**config.mk**
```make
export PLATFORM = sky130hd
export DESIGN_NAME = down_counter_4bit
export DESIGN_NICKNAME = d
export VERILOG_FILES = /design/src/rtl/counter_pkg.sv /design/src/rtl/down_counter_4bit.sv
export SDC_FILE = /design/constraint.sdc
export NUM_CORES = 1
export LEC_CHECK = 0
export CAP_MARGIN = 5
export CORE_UTILIZATION = 35
export CTS_CLUSTER_SIZE = 10
export DETAILED_ROUTE_END_ITERATION = 10
export GPL_ROUTABILITY_DRIVEN = 0
export PLACE_DENSITY = 0.76
export SLEW_MARGIN = 15
export SYNTH_ARGS = -nofsm -noshare
export SYNTH_HDL_FRONTEND = slang
export SYNTH_SLANG_ARGS = --single-unit
```
**constraint.sdc**
```tcl
create_clock -name clk -period 4.85 [get_ports clk]
set_clock_uncertainty 0.2 [all_clocks]
set_input_delay 0.485 -clock clk [delete_from_list [all_inputs] [get_ports clk]]
set_output_delay 0.485 -clock clk [all_outputs]
set_load 0.005 [all_outputs]
```
**src/rtl/counter_pkg.sv**
```systemverilog
// Shared constants for the down-counter family.
// Default width and underflow-mode encodings.
package counter_pkg;

    localparam int   CNT_WIDTH   = 4;
    localparam logic MODE_WRAP   = 1'b0;
    localparam logic MODE_RELOAD = 1'b1;

endpackage

```
**src/rtl/down_counter_4bit.sv**
```systemverilog
// Loadable down counter with wrap or auto-reload on underflow.
// Registered one-cycle tc pulse per underflow; bo flags zero.
module down_counter_4bit
    import counter_pkg::*;
#(
    parameter int WIDTH = CNT_WIDTH
) (
    input  logic             clk,
    input  logic             rst,
    input  logic             en,
    input  logic             ld,
    input  logic [WIDTH-1:0] din,
    input  logic             mode,
    output logic             bo,
    output logic             tc,
    output logic [WIDTH-1:0] counter
);

    localparam logic [WIDTH-1:0] ONE = {{(WIDTH-1){1'b0}}, 1'b1};

    logic [WIDTH-1:0] reload_q;
    logic [WIDTH-1:0] underflow_val;
    logic             at_zero;

    assign at_zero = (counter == '0);
    assign bo      = at_zero;

    always_comb begin
        underflow_val = '1;
        unique case (mode)
            MODE_RELOAD: underflow_val = reload_q;
            MODE_WRAP:   underflow_val = '1;
            default:     underflow_val = '1;
        endcase
    end

    // Priority: reset > load > count > hold.
    always_ff @(posedge clk) begin
        if (!rst) begin
            counter  <= '0;
            reload_q <= '0;
            tc       <= 1'b0;
        end else if (ld) begin
            counter  <= din;
            reload_q <= din;
            tc       <= 1'b0;
        end else if (en) begin
            if (at_zero) begin
                counter <= underflow_val;
                tc      <= 1'b1;
            end else begin
                counter <= counter - ONE;
                tc      <= 1'b0;
            end
        end else begin
            tc <= 1'b0;
        end
    end

endmodule

```
==> metrics.txt <==
# TYPE chip_impl_metric gauge
chip_impl_metric{name="clk_pin_slew",unit="ns"} 0.06
chip_impl_metric{name="setup_slack",unit="ns"} 2.22
chip_impl_info{name="cts-root-buf",value="sky130_fd_sc_hd__clkbuf_4"} 1
chip_impl_metric{name="critical_path_peak_fanout",unit=""} 5
chip_impl_metric{name="max_clock_freq",unit="MHz"} 380
chip_impl_metric{name="final_design_area_no_fill",unit="um2"} 639
chip_impl_metric{name="avgSynthCellArea",unit="um2"} 9.45
chip_impl_metric{name="cts_setup_buffers",unit=""} 0
chip_impl_metric{name="slew_headroom",unit="%"} 67.7
chip_impl_info{name="unrepaired_setup_endpoints_after_global_routing",value="no"} 1
chip_impl_info{name="timing.critical_path.slowest_stage_cell",value="sky130_fd_sc_hd__clkdlybuf4s50_1"} 1
chip_impl_metric{name="clock_latency_on_the_worst_skew_pair",unit="ns"} 0.26
chip_impl_metric{name="cts_buffers",unit=""} 3
chip_impl_metric{name="synth.cell_area",unit="um2"} 463
chip_impl_metric{name="drc",unit=""} 0
chip_impl_info{name="r2r_start",value="counter[0]$_SDFFE_PN0P_"} 1
chip_impl_metric{name="fin_setup_tns",unit="ns"} 0
chip_impl_metric{name="detail_route.wirelength",unit="um"} 991
chip_impl_metric{name="xor_xnor_share_of_the_synthesized_area",unit="%"} 1.89
chip_impl_metric{name="synthSimpleGateAreaFrac",unit="%"} 23.5
chip_impl_metric{name="yosys.area_share.adder",unit="%"} 2.70
chip_impl_metric{name="synth_sequential_area_ratio",unit="%"} 38.9
chip_impl_metric{name="netlist.area_leader.share",unit="%"} 38.9
chip_impl_info{name="worstPathCellList",value="inv_1, ha_1, or3b_4, clkinv_2, clkdlybuf4s50_1"} 1
chip_impl_metric{name="wire_per_inst",unit="um"} 12.4
chip_impl_info{name="setup.worst_path.start",value="counter[0]$_SDFFE_PN0P_"} 1
chip_impl_metric{name="number_of_antenna_violations_at_the_first_check_in_global_routing",unit=""} 0
chip_impl_metric{name="share_of_post_route_cells_with_drive_strength_above_1",unit="%"} 7.58
chip_impl_metric{name="cts_hold_repair.buffers",unit=""} 0
chip_impl_metric{name="grt_pass1_wl",unit="um"} 1630
chip_impl_metric{name="drv_cap",unit=""} 0
chip_impl_metric{name="post_cts.resized_instances",unit=""} 0
chip_impl_metric{name="grt_start_max_net_pins",unit=""} 12
chip_impl_metric{name="port-buffer-count",unit=""} 14
chip_impl_metric{name="setup_viol_count_final",unit=""} 0
chip_impl_info{name="synth_top_area_cell",value="sky130_fd_sc_hd__dfxtp_1"} 1
chip_impl_info{name="min-delay-start",value="reload_q[1]$_SDFFE_PN0P_"} 1
chip_impl_metric{name="critical_path_required",unit="ns"} 4.16
chip_impl_metric{name="vias_per_cell",unit=""} 5.46
chip_impl_metric{name="die-width",unit="um"} 38.4
chip_impl_metric{name="dr_total_vias",unit=""} 437
chip_impl_metric{name="htree_num_levels",unit=""} 1
chip_impl_info{name="start_kind",value="flip-flop"} 1
chip_impl_metric{name="finalCritPeriodShare",unit="%"} 54.3
chip_impl_info{name="crit_family",value="buffers and inverters"} 1
chip_impl_metric{name="timing_hold_violations_final",unit=""} 0
chip_impl_metric{name="grt_overflow_total",unit=""} 0
chip_impl_metric{name="fin_nets",unit=""} 77
chip_impl_metric{name="final-max-slew-violation-count",unit=""} 0
chip_impl_metric{name="area_growth_from_synthesis_to_final_layout",unit="%"} 38.1
chip_impl_metric{name="synth-seq-cells",unit=""} 9
chip_impl_metric{name="fp.dieArea",unit="um2"} 1470
chip_impl_metric{name="design_power_total",unit="W"} 0.000191
chip_impl_metric{name="worst_path_largest_cell_delay",unit="ns"} 0.50
chip_impl_metric{name="critical_path.n_buffers_inverters",unit=""} 3
chip_impl_metric{name="worst-slew-pin-transition",unit="ns"} 0.483
chip_impl_metric{name="cp_data_arrival_time",unit="ns"} 1.95
chip_impl_metric{name="pre_cts_slack",unit="ns"} 2.53
chip_impl_info{name="cts_tree",value="done"} 1
chip_impl_metric{name="total_routing_usage_gr",unit="%"} 17.1
chip_impl_metric{name="synthesis.instances",unit=""} 49
chip_impl_metric{name="top_level_ports",unit=""} 15
chip_impl_info{name="status",value="completed"} 1
chip_impl_metric{name="peakVddDrop",unit="V"} 0.000204
chip_impl_metric{name="floorplan.die.height",unit="um"} 38.4
chip_impl_metric{name="power_per_cell_area",unit="nW/um2"} 298
chip_impl_metric{name="initialDrtViolationCount",unit=""} 19
chip_impl_info{name="post_synth_main_area_contributors",value="sky130_fd_sc_hd__dfxtp_1 (39%), sky130_fd_sc_hd__mux2i_1 (8.6%), sky130_fd_sc_hd__a32o_1 (6.5%)"} 1
chip_impl_metric{name="filler_cell_count",unit=""} 114
chip_impl_metric{name="core_area",unit="um2"} 1170
chip_impl_metric{name="antenna_left",unit=""} 0
chip_impl_metric{name="synth-compound-area-share",unit="%"} 18.4
chip_impl_metric{name="syn_nets",unit=""} 59
chip_impl_metric{name="antenna_diode_count",unit=""} 0
chip_impl_metric{name="number_of_global_route_vias_before_repair",unit=""} 389
chip_impl_info{name="main_combinational_cell_family_by_area_after_synthesis",value="simple AND/OR/NAND/NOR gates"} 1
chip_impl_info{name="critical_path_class",value="reg -> out"} 1
chip_impl_metric{name="synth.lib_cells_used.distinct",unit=""} 23
chip_impl_metric{name="dr.pass1.iters",unit=""} 4
chip_impl_metric{name="post-route-min-period",unit="ns"} 2.63
chip_impl_metric{name="sinks_on_the_clock_net",unit=""} 9
chip_impl_info{name="min_path_type",value="reg -> reg"} 1
chip_impl_info{name="endpoint_kind",value="output port"} 1
chip_impl_metric{name="synthesis.yosys.warnings",unit=""} 0
chip_impl_metric{name="leakage",unit="nW"} 0.253
chip_impl_metric{name="cts_max_path_buffers",unit=""} 2
chip_impl_metric{name="hpwlAfterDp",unit="um"} 679
chip_impl_metric{name="initial_util",unit="%"} 39.5
chip_impl_metric{name="post_dp_cell_area",unit="um2"} 613
chip_impl_metric{name="rows",unit=""} 12
chip_impl_metric{name="synth.area.mux_share",unit="%"} 8.65
==> cells by family after synthesis <==
family	after synthesis
simple gates	18
compound gates	10
flops	9
buf+inv	6
mux	4
xor+xnor	1
fa+ha+maj	1
==> stage by stage <==
stage	hold WS, ns	util, %	instances
after detailed placement	0.300	52.4	76
after CTS	0.320	54.6	80
after global placement	0.291	52.4	76
after floorplan	0.273	-	49
final	0.313	54.6	80
after global routing	0.368	54.6	80
==> sequential cells by signal, indices dropped and copies added (netlist names) <==
name and count:
reload_q 4, counter 4, tc 1
==> final timing paths <==
| kind | slack [ns] | cells past startpoint | endpoint |
|---|---|---|---|
| worst max-delay path | 2.22 | 5 | bo |
| worst min-delay path | 0.31 | 2 | reload_q[1]$_SDFFE_PN0P_ |
| worst max register to register | 3.02 | 6 | counter[0]$_SDFFE_PN0P_ |
| worst min register to register | 0.31 | 2 | reload_q[1]$_SDFFE_PN0P_ |
==> power by group <==
group / switching [W] / leakage [nW] / total, W / internal (W)
Clock: 0.0000266 / 0.0150 / 0.0000584 / 0.0000317
Sequential: 0.00000492 / 0.0744 / 0.0000843 / 0.0000793
Combinational: 0.0000194 / 0.163 / 0.0000480 / 0.0000286
Total: 0.0000509 / 0.253 / 0.000191 / 0.000140
==> cells in the final DEF (no fill, tap or decap) <==
cell type and n:
sky130_fd_sc_hd__ha_1 1, sky130_fd_sc_hd__nand3_1 1, sky130_fd_sc_hd__xor2_1 1, sky130_fd_sc_hd__or3b_4 1, sky130_fd_sc_hd__nor2_1 2, sky130_fd_sc_hd__nand4_1 1
sky130_fd_sc_hd__a22o_1 3, sky130_fd_sc_hd__a32o_1 3, sky130_fd_sc_hd__dfxtp_1 9, sky130_fd_sc_hd__nand2b_1 2, sky130_fd_sc_hd__nor2b_1 4, sky130_fd_sc_hd__a31oi_1 1
sky130_fd_sc_hd__nand3b_1 3, sky130_fd_sc_hd__nor4_1 1, sky130_fd_sc_hd__o21a_1 1, sky130_fd_sc_hd__mux2i_1 4, sky130_fd_sc_hd__clkbuf_1 1, sky130_fd_sc_hd__o21ai_0 1
sky130_fd_sc_hd__clkinv_2 1, sky130_fd_sc_hd__nand2_1 2, sky130_fd_sc_hd__clkbuf_4 3, sky130_fd_sc_hd__nor3_1 1, sky130_fd_sc_hd__clkdlybuf4s50_1 14, sky130_fd_sc_hd__a311o_1 1
sky130_fd_sc_hd__inv_1 4
==> Yosys cell counts (all sizes together) <==
cell	count
o21a	1
dfxtp	9
mux2i	4
a22o	3
nor4	1
clkinv	1
xor2	1
nand3b	3
nor2	2
a32o	3
ha	1
a311o	1
nor3	1
or3b	1
nand4	1
nand2	2
nand2b	2
nor2b	4
inv	4
o21ai	1
a31oi	1
nand3	1
buf	1
==> worst min-delay path: stages (launching register included) <==
cell                      delay (ns)
sky130_fd_sc_hd__dfxtp_1        0.32
sky130_fd_sc_hd__mux2i_1        0.06
sky130_fd_sc_hd__nor2b_1        0.09
==> layout make-up <==
class	instances	area, um2	area share, %
Inverter	5	20.0	3.13
Clock buffer	4	26.3	4.11
Tap cell	14	17.5	2.74
Multi-Input combinational cell	34	255	39.9
Timing Repair Buffer	14	140	21.9
Sequential cell	9	180	28.2
==> layer usage <==
metal | global-route usage [%] | up-vias | part of all wire [%]
li1 | - | 215 | -
met1 | 19.3 | 198 | 44
met2 | 25.4 | 22 | 45
met3 | 10.5 | 2 | 10
met4 | 7.76 | 0 | 1.1
met5 | 0 | - | 0
Note: power is estimated with default switching activity, not from simulation.
